File: src/rtl/encoder_pkg.sv
// Shared widths and FSM state type for the 16-to-4 request encoder.
// Build option: ENCODER_ROUND_ROBIN_EN selects round-robin arbitration.
package encoder_pkg;
  localparam int VEC_W = 16;
  localparam int IDX_W = 4;

  typedef enum logic {
    IDLE,
    PRESENT
  } state_t;
endpackage

File: src/rtl/request_encoder_16to4_if.sv
// Request/grant bundle between a requester and the 16-to-4 encoder.
// The master drives requests and ready; the slave presents grants.
interface request_encoder_16to4_if;
  import encoder_pkg::*;

  logic             enable;
  logic [VEC_W-1:0] req_in;
  logic             out_ready;
  logic             out_valid;
  logic [IDX_W-1:0] out_index;
  logic [VEC_W-1:0] pending;

  modport master (
    output enable,
    output req_in,
    output out_ready,
    input  out_valid,
    input  out_index,
    input  pending
  );

  modport slave (
    input  enable,
    input  req_in,
    input  out_ready,
    output out_valid,
    output out_index,
    output pending
  );
endinterface

File: src/rtl/pick_first_16.sv
// Combinational first-one finder over a 16-bit vector.
// The search begins at start and wraps from bit 15 to bit 0.
module pick_first_16
  import encoder_pkg::*;
(
  input  logic [VEC_W-1:0] vec,
  input  logic [IDX_W-1:0] start,
  output logic             found,
  output logic [IDX_W-1:0] index
);

  logic [IDX_W-1:0] k;

  // Walk from start upward, keep the first set bit seen.
  always_comb begin
    found = 1'b0;
    index = '0;
    k     = '0;
    for (int i = 0; i < VEC_W; i++) begin
      k = start + IDX_W'(i);
      if (!found && vec[k]) begin
        found = 1'b1;
        index = k;
      end
    end
  end

endmodule

File: src/rtl/request_encoder_16to4.sv
// Sticky 16-bit request register encoded to a 4-bit grant index.
// Build option: ENCODER_ROUND_ROBIN_EN selects round-robin arbitration.
module request_encoder_16to4
  import encoder_pkg::*;
(
  input logic                   clk,
  input logic                   rst_n,
  request_encoder_16to4_if.slave bus
);

  state_t           state;
  state_t           state_nx;
  logic [VEC_W-1:0] pend_q;
  logic [VEC_W-1:0] pend_nx;
  logic [VEC_W-1:0] clr_mask;
  logic [VEC_W-1:0] set_mask;
  logic [IDX_W-1:0] idx_q;
  logic [IDX_W-1:0] idx_nx;
  logic [IDX_W-1:0] start;
  logic [IDX_W-1:0] pick;
  logic             found;
  logic             valid;
  logic             hs;

  assign valid         = (state == PRESENT);
  assign hs            = valid & bus.out_ready;
  assign bus.out_valid = valid;
  assign bus.out_index = idx_q;
  assign bus.pending   = pend_q;

  // A same-cycle set overrides the handshake clear.
  assign clr_mask = hs ? (VEC_W'(1) << idx_q) : '0;
  assign set_mask = bus.enable ? bus.req_in : '0;
  assign pend_nx  = (pend_q & ~clr_mask) | set_mask;

`ifdef ENCODER_ROUND_ROBIN_EN
  logic [IDX_W-1:0] rr_ptr;

  // Remember the last granted index; search resumes just past it.
  always_ff @(posedge clk or negedge rst_n) begin
    if (!rst_n) begin
      rr_ptr <= '1;
    end else if (hs) begin
      rr_ptr <= idx_q;
    end
  end

  assign start = rr_ptr + 1'b1;
`else
  assign start = '0;
`endif

  pick_first_16 u_pick (
    .vec   (pend_q),
    .start (start),
    .found (found),
    .index (pick)
  );

  // Pending register, grant index and FSM state.
  always_ff @(posedge clk or negedge rst_n) begin
    if (!rst_n) begin
      state  <= IDLE;
      pend_q <= '0;
      idx_q  <= '0;
    end else begin
      state  <= state_nx;
      pend_q <= pend_nx;
      idx_q  <= idx_nx;
    end
  end

  // Select in IDLE, hold the index in PRESENT until accepted.
  always_comb begin
    state_nx = state;
    idx_nx   = idx_q;
    unique case (state)
      IDLE: begin
        if (found) begin
          state_nx = PRESENT;
          idx_nx   = pick;
        end
      end
      PRESENT: begin
        if (hs) state_nx = IDLE;
      end
    endcase
  end

endmodule
File: src/flat_wrapper.sv
// flat-port wrapper written by rule: the top's interface ports become plain ports
module request_encoder_16to4_flat import encoder_pkg::*;
  (clk, rst_n, bus_enable, bus_req_in, bus_out_ready, bus_out_valid, bus_out_index, bus_pending);
  request_encoder_16to4_if bus_i ();
  input logic clk;
  input logic rst_n;
  input wire logic [$bits(bus_i.enable)-1:0] bus_enable;
  input wire logic [$bits(bus_i.req_in)-1:0] bus_req_in;
  input wire logic [$bits(bus_i.out_ready)-1:0] bus_out_ready;
  output wire logic [$bits(bus_i.out_valid)-1:0] bus_out_valid;
  output wire logic [$bits(bus_i.out_index)-1:0] bus_out_index;
  output wire logic [$bits(bus_i.pending)-1:0] bus_pending;
  assign bus_i.enable = bus_enable;
  assign bus_i.req_in = bus_req_in;
  assign bus_i.out_ready = bus_out_ready;
  assign bus_out_valid = bus_i.out_valid;
  assign bus_out_index = bus_i.out_index;
  assign bus_pending = bus_i.pending;
  request_encoder_16to4 u_core (.clk(clk), .rst_n(rst_n), .bus(bus_i));
endmodule
File: config.mk
export PLATFORM = sky130hd
export DESIGN_NAME = request_encoder_16to4_flat
export DESIGN_NICKNAME = d
export VERILOG_FILES = /design/src/rtl/encoder_pkg.sv /design/src/rtl/request_encoder_16to4_if.sv /design/src/rtl/pick_first_16.sv /design/src/rtl/request_encoder_16to4.sv /design/src/flat_wrapper.sv
export SDC_FILE = /design/constraint.sdc
export NUM_CORES = 1
export LEC_CHECK = 0
export CAP_MARGIN = 15
export CORE_MARGIN = 3
export CORE_UTILIZATION = 57
export DETAILED_ROUTE_END_ITERATION = 6
export HOLD_SLACK_MARGIN = 0.08
export PLACE_DENSITY = 0.8
export SLEW_MARGIN = 10
export SYNTH_ARGS = -nofsm -noshare
export SYNTH_HDL_FRONTEND = slang
export SYNTH_HIERARCHICAL = 1
export SYNTH_SLANG_ARGS = --single-unit
File: constraint.sdc
create_clock -name clk -period 4.7 [get_ports clk]
set_input_delay 1.41 -clock clk [delete_from_list [all_inputs] [get_ports clk]]
set_output_delay 1.41 -clock clk [all_outputs]
set_load 0.005 [all_outputs]
# Word level (Yosys, flattened, before mapping)
# Cells that the tools add are included.
totals:
  regBits: 21
  elab_cells: 76
op_classes:
  n_shift: 1
  muxes: 36
  bitwise_logic: 5
  reduce_logical: 31
ops:
  columns: ["cell", "count"]
  rows:
  - ["$mux W4", 14]
  - ["$mux W16", 2]
  - ["$mux W1", 19]
  - ["$and A16 B16 Y16", 1]
  - ["$not A16 Y16", 1]
  - ["$or A16 B16 Y16", 1]
  - ["$shl A1 B4 Y16 const A", 1]
  - ["$logic_and A1 B1 Y1", 15]
  - ["$logic_not A1 Y1", 15]
  - ["$pmux W1 S2", 1]
  - ["$reduce_and A2 Y1", 1]
  - ["$and A1 B1 Y1", 1]
  - ["$not A1 Y1", 1]

# Depth between registers and ports, before layout
# Gate-level depths: netlist of run 1.
depth:
  ltp_word: 48
  depth_mapped: 17
  mapped_depth_nobuf: 12

# Cells and area by module
# Netlist of run 1, hierarchy kept.
by_module_without_submodules:
  columns: ["mod", "n_inst", "cells_per_inst", "area_each_um2", "seq_area_each_um2"]
  rows:
  - ["pick_first_16", 1, 268, 2162.1, 0.0]
  - ["request_encoder_16to4", 1, 87, 867.1, 525.5]

# Worst setup path before layout of run 1
# OpenSTA, ideal clock, no wires.
synth_path:
  path_kind: "register to register"
  from: "register u_core.pend_q[7] (netlist: u_core/bus.pending[7])"
  to: "register u_core.idx_q[3] (netlist: u_core/bus.out_index[3])"
  setup_time_ns: 0.064
  arrival_ns: 3.409
  required_ns: 4.636
  path_slack_ns: 1.227
  path_stages_with_launch: 11
  path_buffers: 1
  period_less_slack_ns: 3.473
  path_cell_list: "dfrtp_1 mux4_1 mux4_2 or4_4 or4b_1 buf_2 nor3_4 and2_4 a221oi_2 o31ai_2 mux2_2"
synth_between:
  word_cells_on_any_way: 36
  cone_classes: "mux (18); reduce/logical (18)"
synth_lines:
  columns: ["item", "line", "source"]
  rows:
  - ["from (decl)", "request_encoder_16to4.sv:13", "logic [VEC_W-1:0] pend_q;"]
  - ["from (signal assigned)", "request_encoder_16to4.sv:68", "pend_q <= pend_nx;"]
  - ["$logic_and A1 B1 Y1 *", "pick_first_16.sv:21", "if (!found && vec[k]) begin"]
  - ["$mux W1", "pick_first_16.sv:21", null]
  - ["$logic_not A1 Y1", "pick_first_16.sv:21", null]
  - ["$logic_and A1 B1 Y1", "pick_first_16.sv:21", null]
  - ["$mux W1", "pick_first_16.sv:21", null]
  - ["$logic_not A1 Y1", "pick_first_16.sv:21", null]
  - ["$logic_and A1 B1 Y1", "pick_first_16.sv:21", null]
  - ["$mux W1", "pick_first_16.sv:21", null]
  - ["(+11 left out)", null, null]
  - ["$mux W1", "pick_first_16.sv:21", null]
  - ["$logic_not A1 Y1", "pick_first_16.sv:21", null]
  - ["$logic_and A1 B1 Y1", "pick_first_16.sv:21", null]
  - ["$mux W1", "pick_first_16.sv:21", null]
  - ["$logic_not A1 Y1", "pick_first_16.sv:21", null]
  - ["$logic_and A1 B1 Y1", "pick_first_16.sv:21", null]
  - ["$mux W4 *", "pick_first_16.sv:21", null]
  - ["named net u_core.pick[3]", "request_encoder_16to4.sv:20", "logic [IDX_W-1:0] pick;"]
  - ["to (signal assigned)", "request_encoder_16to4.sv:69", "idx_q <= idx_nx;"]
  - ["to (decl)", "request_encoder_16to4.sv:17", "logic [IDX_W-1:0] idx_q;"]
# The timed path passes the listed nets; every way through them passes the cells marked *.
# A chain may end at the register's enable or synchronous reset.

# Worst setup path after layout of run 1
# Ends and elaborated chain as after synthesis.

==> impl_table.tex, run 1 <==
\begin{tabular}{lr}
\hline
Metric & Value \\
\hline
\multicolumn{2}{l}{\textbf{Yosys}} \\
\quad Fraction of registers with async set/reset & between 90\% and 100\% \\
\quad Main flop type after synthesis & sky130\_fd\_sc\_hd\_\_dfrtp\_1 \\
\quad Commonest cells post-synth & 63 x sky130\_fd\_sc\_hd\_\_nand2\_1, 30 x sky130\_fd\_sc\_hd\_\_o21ai\_0, 21 x sky130\_fd\_sc\_hd\_\_dfrtp\_1, 21 x sky130\_fd\_sc\_hd\_\_mux2i\_1, 19 x sky130\_fd\_sc\_hd\_\_nor2\_1 \\
\quad Total of warnings raised by yosys & 6 \\
\quad Average size of a mapped cell & 8.53 sq um \\
\quad Number of register bits inferred by synthesis & 21 \\
\quad Post-synthesis instance area & $\sim$0.0030 sq mm \\
\quad Gate Count Post-Synth & 355 \\
\quad Sequential-to-total area share from yosys stat & between 15 and 20\% \\
\quad Number of distinct library cells after synthesis & 64 \\
\quad Post-synth EDFFs & 0 \\
\quad Leading cell type by number of instances after synthesis & sky130\_fd\_sc\_hd\_\_nand2\_1 \\
\quad Fraction of synthesized cell area taken by the top area cell type & 17.3\% \\
\quad Largest cells by area after synthesis & sky130\_fd\_sc\_hd\_\_dfrtp\_1 17\%, sky130\_fd\_sc\_hd\_\_mux4\_2 11\%, sky130\_fd\_sc\_hd\_\_nand2\_1 7.8\%, sky130\_fd\_sc\_hd\_\_mux2i\_1 6.9\%, sky130\_fd\_sc\_hd\_\_mux4\_1 6.9\% \\
\quad Largest area contributor in the netlist & sky130\_fd\_sc\_hd\_\_dfrtp\_1 \\
\multicolumn{2}{l}{\textbf{CTS}} \\
\quad Sinks on Clock Net & 21 \\
\quad Number of buffers added by the clock tree synthesis step & 3 \\
\quad CTS Hold Bufs & 0 \\
\quad Number of cells upsized or downsized after cts & 0 \\
\quad H-tree depth & 1 \\
\quad Clock tree buffer depth & 2 \\
\quad Clock tree from TritonCTS & yes \\
\quad Clock latency reported for the late side of the worst-skew pair & 270 ps \\
\quad Setup Buffers After CTS & 0 \\
\quad Clock root buffer & sky130\_fd\_sc\_hd\_\_clkbuf\_8 \\
\quad Clock transition at the registers of the reported paths & $\sim$80 ps \\
\multicolumn{2}{l}{\textbf{Power and ir drop}} \\
\quad Worst VDD drop & 0.000311 V \\
\quad Power density over cell area & 359 mW/mm\^{}2 \\
\quad Leakage dissipation & 1.30 nW \\
\quad Total power & 0.00127 W \\
\multicolumn{2}{l}{\textbf{Min path}} \\
\quad Capture endpoint of the worst hold path & u\_core/bus.pending[6] \\
\quad Number of cells on the worst hold path & 2 \\
\quad Source of the worst hold timing path & u\_core/bus.pending[6] \\
\quad HP Class & reg -> reg \\
\multicolumn{2}{l}{\textbf{Critical path}} \\
\quad Critical register-to-register path endpoint & u\_core/bus.out\_index[3] \\
\quad Critical-path cell list & mux4\_1, mux4\_2, or4\_4, or4b\_1, nor3\_4, and2\_4, a221oi\_2, o31ai\_2, mux2\_2 \\
\quad Maximum cell stage delay along the critical path & 640 ps \\
\quad Reg2reg path depth & 9 \\
\quad Element type at the critical path start & register \\
\quad Startpoint of the most critical register-to-register path & u\_core/bus.pending[7] \\
\quad Data arrival time at the worst-slack endpoint & 3950 ps \\
\quad Worst path required time & a little under 5000 ps \\
\quad Library cell contributing the largest single delay on the critical path & sky130\_fd\_sc\_hd\_\_or4b\_1 \\
\quad Nature of the critical path endpoint & register \\
\quad Type of the setup path with the least slack & reg -> reg \\
\quad Maximum net fanout on the critical path & 8 \\
\quad Register-to-register setup slack & $\sim$960 ps \\
\multicolumn{2}{l}{\textbf{Timing}} \\
\quad Share of the clock period used by the worst path after layout & between 70\% and 80\% \\
\quad Shortest period the worst path allows & between 3000 and 4000 ps \\
\quad Setup TNS & 0 ps \\
\quad Max-slew headroom at the worst pin & 37.0\% \\
\quad Count of final hold-check violations & 0 \\
\quad Transition time at the pin with the least slew margin & 919 ps \\
\quad RSZ-0062 raised after global routing & no \\
\quad Achievable clock frequency & around 270 MHz \\
\quad Count of pins over their slew limit & 0 \\
\quad Post-route clock skew & 6.19 ps \\
\quad Total setup violations reported at the end of the flow & 0 \\
\multicolumn{2}{l}{\textbf{Routing}} \\
\quad Average wire per cell in the routed design & 20.5 um \\
\quad DRT iter0 DRCs & 358 \\
\quad Final Routed Wirelength & 9.53 mm \\
\quad Routed via count & roughly 3200 \\
\quad DRT antenna net count & 0 \\
\quad Remaining design rule violation count & 0 \\
\quad TritonRoute pass-1 iters & 5 \\
\quad Vias per cell & 6.89 \\
\multicolumn{2}{l}{\textbf{Run status}} \\
\quad Result of the run & finished, final reports clean \\
\multicolumn{2}{l}{\textbf{Job}} \\
\quad Max-cap violations & 0 \\
\multicolumn{2}{l}{\textbf{Global routing}} \\
\quad Vias in the first global route & 3039 \\
\quad Global-route wire length before repair & 15.2 mm \\
\quad GRT Overall Usage & 31.1\% \\
\quad Largest net degree at the start of global routing & 26 \\
\quad Residual overflow from global routing & 0 \\
\quad Initial antenna violation count & 0 \\
\multicolumn{2}{l}{\textbf{Floorplan}} \\
\quad Initial Utilization & 61.3\% \\
\quad Placeable core region & slightly below 0.005 sq mm \\
\quad Full die area & between 0.006 and 0.007 sq mm \\
\quad X dimension of the die & slightly below 80 um \\
\quad Die Height & slightly below 80 um \\
\quad Boundary Pins & 41 \\
\quad Number of placement rows & 25 \\
\multicolumn{2}{l}{\textbf{Placed design}} \\
\quad Standard cell area after detailed placement & 0.00349 sq mm \\
\quad I/O Buffers & 40 \\
\quad Final weighted congestion of routability-driven global placement & 1.01 \\
\quad HPWL reported at the end of detailed placement & a little over 7 mm \\
\multicolumn{2}{l}{\textbf{Cells and area}} \\
\quad Share of post-route cells with drive strength above 1 & 11.3\% \\
\quad Antenna Cells & 0 \\
\quad Nets & $\sim$430 \\
\quad Layout overhead on the synthesized area & 16.9\% \\
\quad Final instance area & 0.00354 sq mm \\
\hline
\end{tabular}
critical path, delay by kind of cell (launching register included):
family,cells,cell delay (ps)
and+or+nand+nor,4,1720
muxes,3,1310
DFF,1,420
AOI/OAI and AO/OA,2,220
cells in the final DEF (no fill, tap or decap), types with 8 or more instances in the layout:
cell,count
sky130_fd_sc_hd__inv_1,12
sky130_fd_sc_hd__mux2i_1,21
sky130_fd_sc_hd__mux2_2,15
sky130_fd_sc_hd__nor2_1,19
sky130_fd_sc_hd__nand2_1,63
sky130_fd_sc_hd__clkdlybuf4s50_1,40
sky130_fd_sc_hd__mux4_1,8
sky130_fd_sc_hd__a21oi_1,13
sky130_fd_sc_hd__nand3_1,10
sky130_fd_sc_hd__conb_1,16
sky130_fd_sc_hd__xnor2_1,8
sky130_fd_sc_hd__nand2b_1,8
sky130_fd_sc_hd__dfrtp_1,21
sky130_fd_sc_hd__o21ai_0,30
sky130_fd_sc_hd__mux4_2,15
flip-flops by register name, indices dropped and copies added (netlist names):
| register | flops |
|---|---|
| u_core/bus.out_valid | 1 |
| u_core/bus.out_index | 4 |
| u_core/bus.pending | 16 |
where the power goes:
part           internal, W  leakage, nW  switching (W)
Clock            0.0000600       0.0217      0.0000621
Sequential        0.000237        0.203      0.0000943
Combinational     0.000382         1.07       0.000437
how the worst max path moves through the flow:
stage,from,to,slack (ps),cells after the start
final,u_core/bus.pending[7],u_core/bus.out_index[3],960,9
after CTS,u_core/bus.pending[7],u_core/bus.out_index[3],990,9
after global placement,u_core/bus.pending[7],u_core/bus.out_index[3],1060,9
after floorplan,u_core/bus.pending[7],u_core/bus.out_index[3],1230,10
after detailed placement,u_core/bus.pending[7],u_core/bus.out_index[3],1010,9
after global routing,u_core/bus.pending[3],u_core/bus.out_index[3],750,10
per-layer routing:
layer	share of wire, %	GRT usage, %	wire (um)
met5	0	0	0
met4	3.6	13.9	346
met3	6.7	3.40	634
met2	48	53.7	4590
met1	42	39.3	3960
cell type report:
class | count | area [sq um]
Clock buffer | 3 | 41.3
Tap cell | 67 | 83.8
Sequential cell | 21 | 526
Inverter | 12 | 45.0
Clock inverter | 1 | 7.51
Timing Repair Buffer | 40 | 400
Fill cell | 417 | 1400
Multi-Input combinational cell | 320 | 2440
kinds of logic (layout without fill, tap and decap cells):
group,after synthesis,in the layout,synth area share [%]
buf+inv,29,56,4.01
fa+ha+maj,7,7,2.89
simple gates,136,136,22.2
other cells,1,16,0.124
flops,21,21,17.3
xor+xnor,12,12,3.47
compound gates,90,90,19.4
mux,59,59,30.6
stage by stage:
stage / hold WS, ps / std cells / setup slack (ps) / util [%]
after global placement: 567 / 460 / 1060 / 70.7
after detailed placement: 575 / 460 / 1010 / 70.7
after CTS: 594 / 464 / 986 / 71.7
after floorplan: 537 / 370 / 1230 / -
final: 592 / 464 / 959 / 71.7
after global routing: 657 / 464 / 746 / 71.7
Power figures use the tool's default switching activity.
==> run 2, diff against run 1 <==
==> constraint.sdc (replaced) <==
create_clock -name clk -period 3.7 [get_ports clk]
set_input_delay 1.11 -clock clk [delete_from_list [all_inputs] [get_ports clk]]
set_output_delay 1.11 -clock clk [all_outputs]
set_load 0.005 [all_outputs]
==> impl_table.tex, run 2 (synthesis results as in run 1) <==
\begin{tabular}{lr}
\hline
Metric & Value \\
\hline
\multicolumn{2}{l}{\textbf{Min path}} \\
\quad HP Class & reg -> reg \\
\quad Capture endpoint of the worst hold path & u\_core/bus.pending[8] \\
\quad Number of cells on the worst hold path & 2 (unchanged) \\
\quad Source of the worst hold timing path & u\_core/bus.pending[8] \\
\multicolumn{2}{l}{\textbf{Routing}} \\
\quad Remaining design rule violation count & 0 (unchanged) \\
\quad DRT iter0 DRCs & 350 (-2.2\%) \\
\quad Vias per cell & 6.73 (-2.2\%) \\
\quad TritonRoute pass-1 iters & 5 (unchanged) \\
\quad Routed via count & 3184 (-0.34\%) \\
\quad DRT antenna net count & 0 (unchanged) \\
\quad Average wire per cell in the routed design & 19.6 um (-4.5\%) \\
\quad Final Routed Wirelength & 9.27 mm (-2.7\%) \\
\multicolumn{2}{l}{\textbf{Floorplan}} \\
\quad X dimension of the die & 78.9 um (unchanged) \\
\quad Die Height & 78.9 um (unchanged) \\
\quad Placeable core region & 0.00494 sq mm (unchanged) \\
\quad Number of placement rows & 25 (unchanged) \\
\quad Full die area & 0.00623 sq mm (unchanged) \\
\quad Initial Utilization & 61.3\% (unchanged) \\
\quad Boundary Pins & 41 (unchanged) \\
\multicolumn{2}{l}{\textbf{Cells and area}} \\
\quad Fill cell instance count of the final layout & 401 (-3.8\%) \\
\quad Share of post-route cells with drive strength above 1 & 14.0\% (+2.7 points) \\
\quad Layout overhead on the synthesized area & 19.7\% \\
\quad Antenna Cells & 0 (unchanged) \\
\quad Highest-count cells in the layout ignoring fill and taps & 63 x sky130\_fd\_sc\_hd\_\_nand2\_1, 40 x sky130\_fd\_sc\_hd\_\_clkdlybuf4s50\_1, 30 x sky130\_fd\_sc\_hd\_\_o21ai\_0, 21 x sky130\_fd\_sc\_hd\_\_dfrtp\_1, 20 x sky130\_fd\_sc\_hd\_\_mux2i\_1 \\
\quad Commonest non-fill, non-tap cell in the layout & sky130\_fd\_sc\_hd\_\_nand2\_1 \\
\quad Flip-flop count of the largest register after layout & 16 (unchanged) \\
\quad Nets & 434 (+2.1\%) \\
\multicolumn{2}{l}{\textbf{Critical path}} \\
\quad Kind of cell adding the most delay to the critical path & multiplexers \\
\quad Type of the setup path with the least slack & reg -> reg \\
\quad Cell mode on critical path & sky130\_fd\_sc\_hd\_\_mux2\_2 \\
\quad Critical-path cell list & mux4\_2, mux2\_2, mux2i\_1, nand3\_1, or2\_2, o311ai\_0, a22o\_1, a221oi\_2, o31ai\_2, mux2\_2 \\
\quad Maximum cell stage delay along the critical path & 540 ps (-100 ps) \\
\quad Element type at the critical path start & register \\
\quad Data arrival time at the worst-slack endpoint & 3730 ps (-220 ps) \\
\quad Maximum net fanout on the critical path & 7 (-1) \\
\quad Reg2reg path depth & 10 (+1) \\
\quad Instance count on the critical path & 10 (+1) \\
\quad Worst path required time & 3900 ps (-1010 ps) \\
\quad Register-to-register setup slack & 170 ps (-790 ps) \\
\quad Critical register-to-register path endpoint & u\_core/bus.out\_index[3] \\
\quad Startpoint of the most critical register-to-register path & u\_core/bus.pending[0] \\
\quad Library cell contributing the largest single delay on the critical path & sky130\_fd\_sc\_hd\_\_mux4\_2 \\
\quad Nature of the critical path endpoint & register \\
\quad CP bufs+invs & 0 (unchanged) \\
\multicolumn{2}{l}{\textbf{Run status}} \\
\quad Result of the run & finished, final reports clean \\
\multicolumn{2}{l}{\textbf{Timing}} \\
\quad Count of final hold-check violations & 0 (unchanged) \\
\quad Total setup violations reported at the end of the flow & 0 (unchanged) \\
\quad Achievable clock frequency & 283 MHz (+5.9\%) \\
\quad Setup TNS & 0 ps (unchanged) \\
\quad Share of the clock period used by the worst path after layout & 95.5\% (+16 points) \\
\quad Shortest period the worst path allows & 3530 ps (-207 ps) \\
\quad Count of pins over their slew limit & 0 (unchanged) \\
\quad Max-slew headroom at the worst pin & 38.8\% (+1.9 points) \\
\quad Post-route clock skew & 1.25 ps (-4.94 ps) \\
\quad RSZ-0062 raised after global routing & no \\
\quad Setup slack after layout & 166 ps (-793 ps) \\
\quad Transition time at the pin with the least slew margin & 914 ps (-4.46 ps) \\
\multicolumn{2}{l}{\textbf{CTS}} \\
\quad Clock tree buffer depth & 2 (unchanged) \\
\quad Clock root buffer & sky130\_fd\_sc\_hd\_\_clkbuf\_8 \\
\quad H-tree depth & 1 (unchanged) \\
\quad Clock latency reported for the late side of the worst-skew pair & 250 ps (-20 ps) \\
\quad Clock tree from TritonCTS & yes \\
\quad Sinks on Clock Net & 21 (unchanged) \\
\quad Number of cells upsized or downsized after cts & 0 (unchanged) \\
\quad Clock transition at the registers of the reported paths & 70 ps (about the same) \\
\quad Number of buffers added by the clock tree synthesis step & 3 (unchanged) \\
\quad CTS Hold Bufs & 0 (unchanged) \\
\quad Setup Buffers After CTS & 0 (unchanged) \\
\multicolumn{2}{l}{\textbf{Global routing}} \\
\quad Largest net degree at the start of global routing & 26 (unchanged) \\
\quad Global-route wire length before repair & 15.1 mm (-0.82\%) \\
\quad Initial antenna violation count & 0 (unchanged) \\
\quad Residual overflow from global routing & 0 (unchanged) \\
\quad Vias in the first global route & 3026 (-0.43\%) \\
\quad GRT Overall Usage & 30.6\% (-0.53 points) \\
\multicolumn{2}{l}{\textbf{Power and ir drop}} \\
\quad Power density over cell area & 449 mW/mm\^{}2 (+25\%) \\
\quad Total power & 0.00163 W (+28\%) \\
\quad Leakage dissipation & 1.34 nW (+3.3\%) \\
\quad Worst VDD drop & 0.000344 V (+11\%) \\
\multicolumn{2}{l}{\textbf{Job}} \\
\quad Max-cap violations & 0 (unchanged) \\
\multicolumn{2}{l}{\textbf{Placed design}} \\
\quad HPWL reported at the end of detailed placement & 7.23 mm (+1.3\%) \\
\quad Worst slack after detailed placement & 141 ps (-865 ps) \\
\quad I/O Buffers & 40 (unchanged) \\
\quad Final weighted congestion of routability-driven global placement & 1.00 (-0.86\%) \\
\hline
\end{tabular}
## run 2: cell count changes in the layout (fill, tap and decap cells not counted), sizes merged
cell | before | now
clkinvlp | 1 | 0
clkbuf | 3 | 4
buf | 0 | 9
## run 2: area by class of cell
cell class              instances  area, sq um  area share [%]
well taps                      67         83.8            2.31
clock buffers                   4         45.0            1.24
repair buffers                 49          468            12.9
flip-flops and latches         21          526            14.5
multi-input cells             320         2460            67.8
inverters                      12         45.0            1.24
## run 2: where the power goes
group,total (W),leakage [nW],switching [W],internal [W]
Sequential,0.000404,0.203,0.000103,0.000301
Combinational,0.00108,1.12,0.000563,0.000514
Clock,0.000147,0.0228,0.0000707,0.0000765
Total,0.00163,1.34,0.000737,0.000892
## run 2: per-stage QoR
step | util (%) | std cells | hold WS (ps) | area [sq um]
3_5_place_dp | 72.1 | 469 | 589 | 3560
3_3_place_gp | 72.1 | 469 | 564 | 3560
5_1_grt | 73.3 | 473 | 661 | 3620
2_1_floorplan | - | 370 | 537 | 3090
4_1_cts | 73.0 | 473 | 607 | 3610
6_report | 73.3 | 473 | 617 | 3620
## run 2: worst max-delay path by stage
stage / from / end
4_1_cts: u_core/bus.pending[6] / u_core/bus.out_index[3]
3_5_place_dp: u_core/bus.pending[6] / u_core/bus.out_index[3]
5_1_grt: u_core/bus.pending[2] / u_core/bus.out_index[3]
3_3_place_gp: u_core/bus.pending[6] / u_core/bus.out_index[3]
6_report: u_core/bus.pending[0] / u_core/bus.out_index[3]
2_1_floorplan: u_core/bus.pending[7] / u_core/bus.out_index[3]
## run 2: worst reg2reg max path: stages (launching register included)
cell and delay [ps]:
sky130_fd_sc_hd__dfrtp_1 430, sky130_fd_sc_hd__mux4_2 540, sky130_fd_sc_hd__mux2_2 320, sky130_fd_sc_hd__mux2i_1 270, sky130_fd_sc_hd__nand3_1 300, sky130_fd_sc_hd__or2_2 400, sky130_fd_sc_hd__o311ai_0 500, sky130_fd_sc_hd__a22o_1 270
sky130_fd_sc_hd__a221oi_2 80, sky130_fd_sc_hd__o31ai_2 190, sky130_fd_sc_hd__mux2_2 180
## run 2: per-layer routing
| layer | track usage (%) | wire length (um) | vias up |
|---|---|---|---|
| li1 | - | - | 1435 |
| met1 | 38.9 | 3690 | 1500 |
| met2 | 52.2 | 4490 | 201 |
| met3 | 3.06 | 659 | 48 |
| met4 | 14.8 | 426 | 0 |
| met5 | 0 | 0 | - |
==> run 3, diff against run 2 <==
--- a/config.mk
+++ b/config.mk
@@ -11,7 +11,7 @@
 export DETAILED_ROUTE_END_ITERATION = 6
 export HOLD_SLACK_MARGIN = 0.08
 export PLACE_DENSITY = 0.8
-export SLEW_MARGIN = 10
+export SLEW_MARGIN = 15
 export SYNTH_ARGS = -nofsm -noshare
 export SYNTH_HDL_FRONTEND = slang
 export SYNTH_HIERARCHICAL = 1
==> results of run 3 <==
No change in the layout: final DEF, timing and power equal those of run 2.
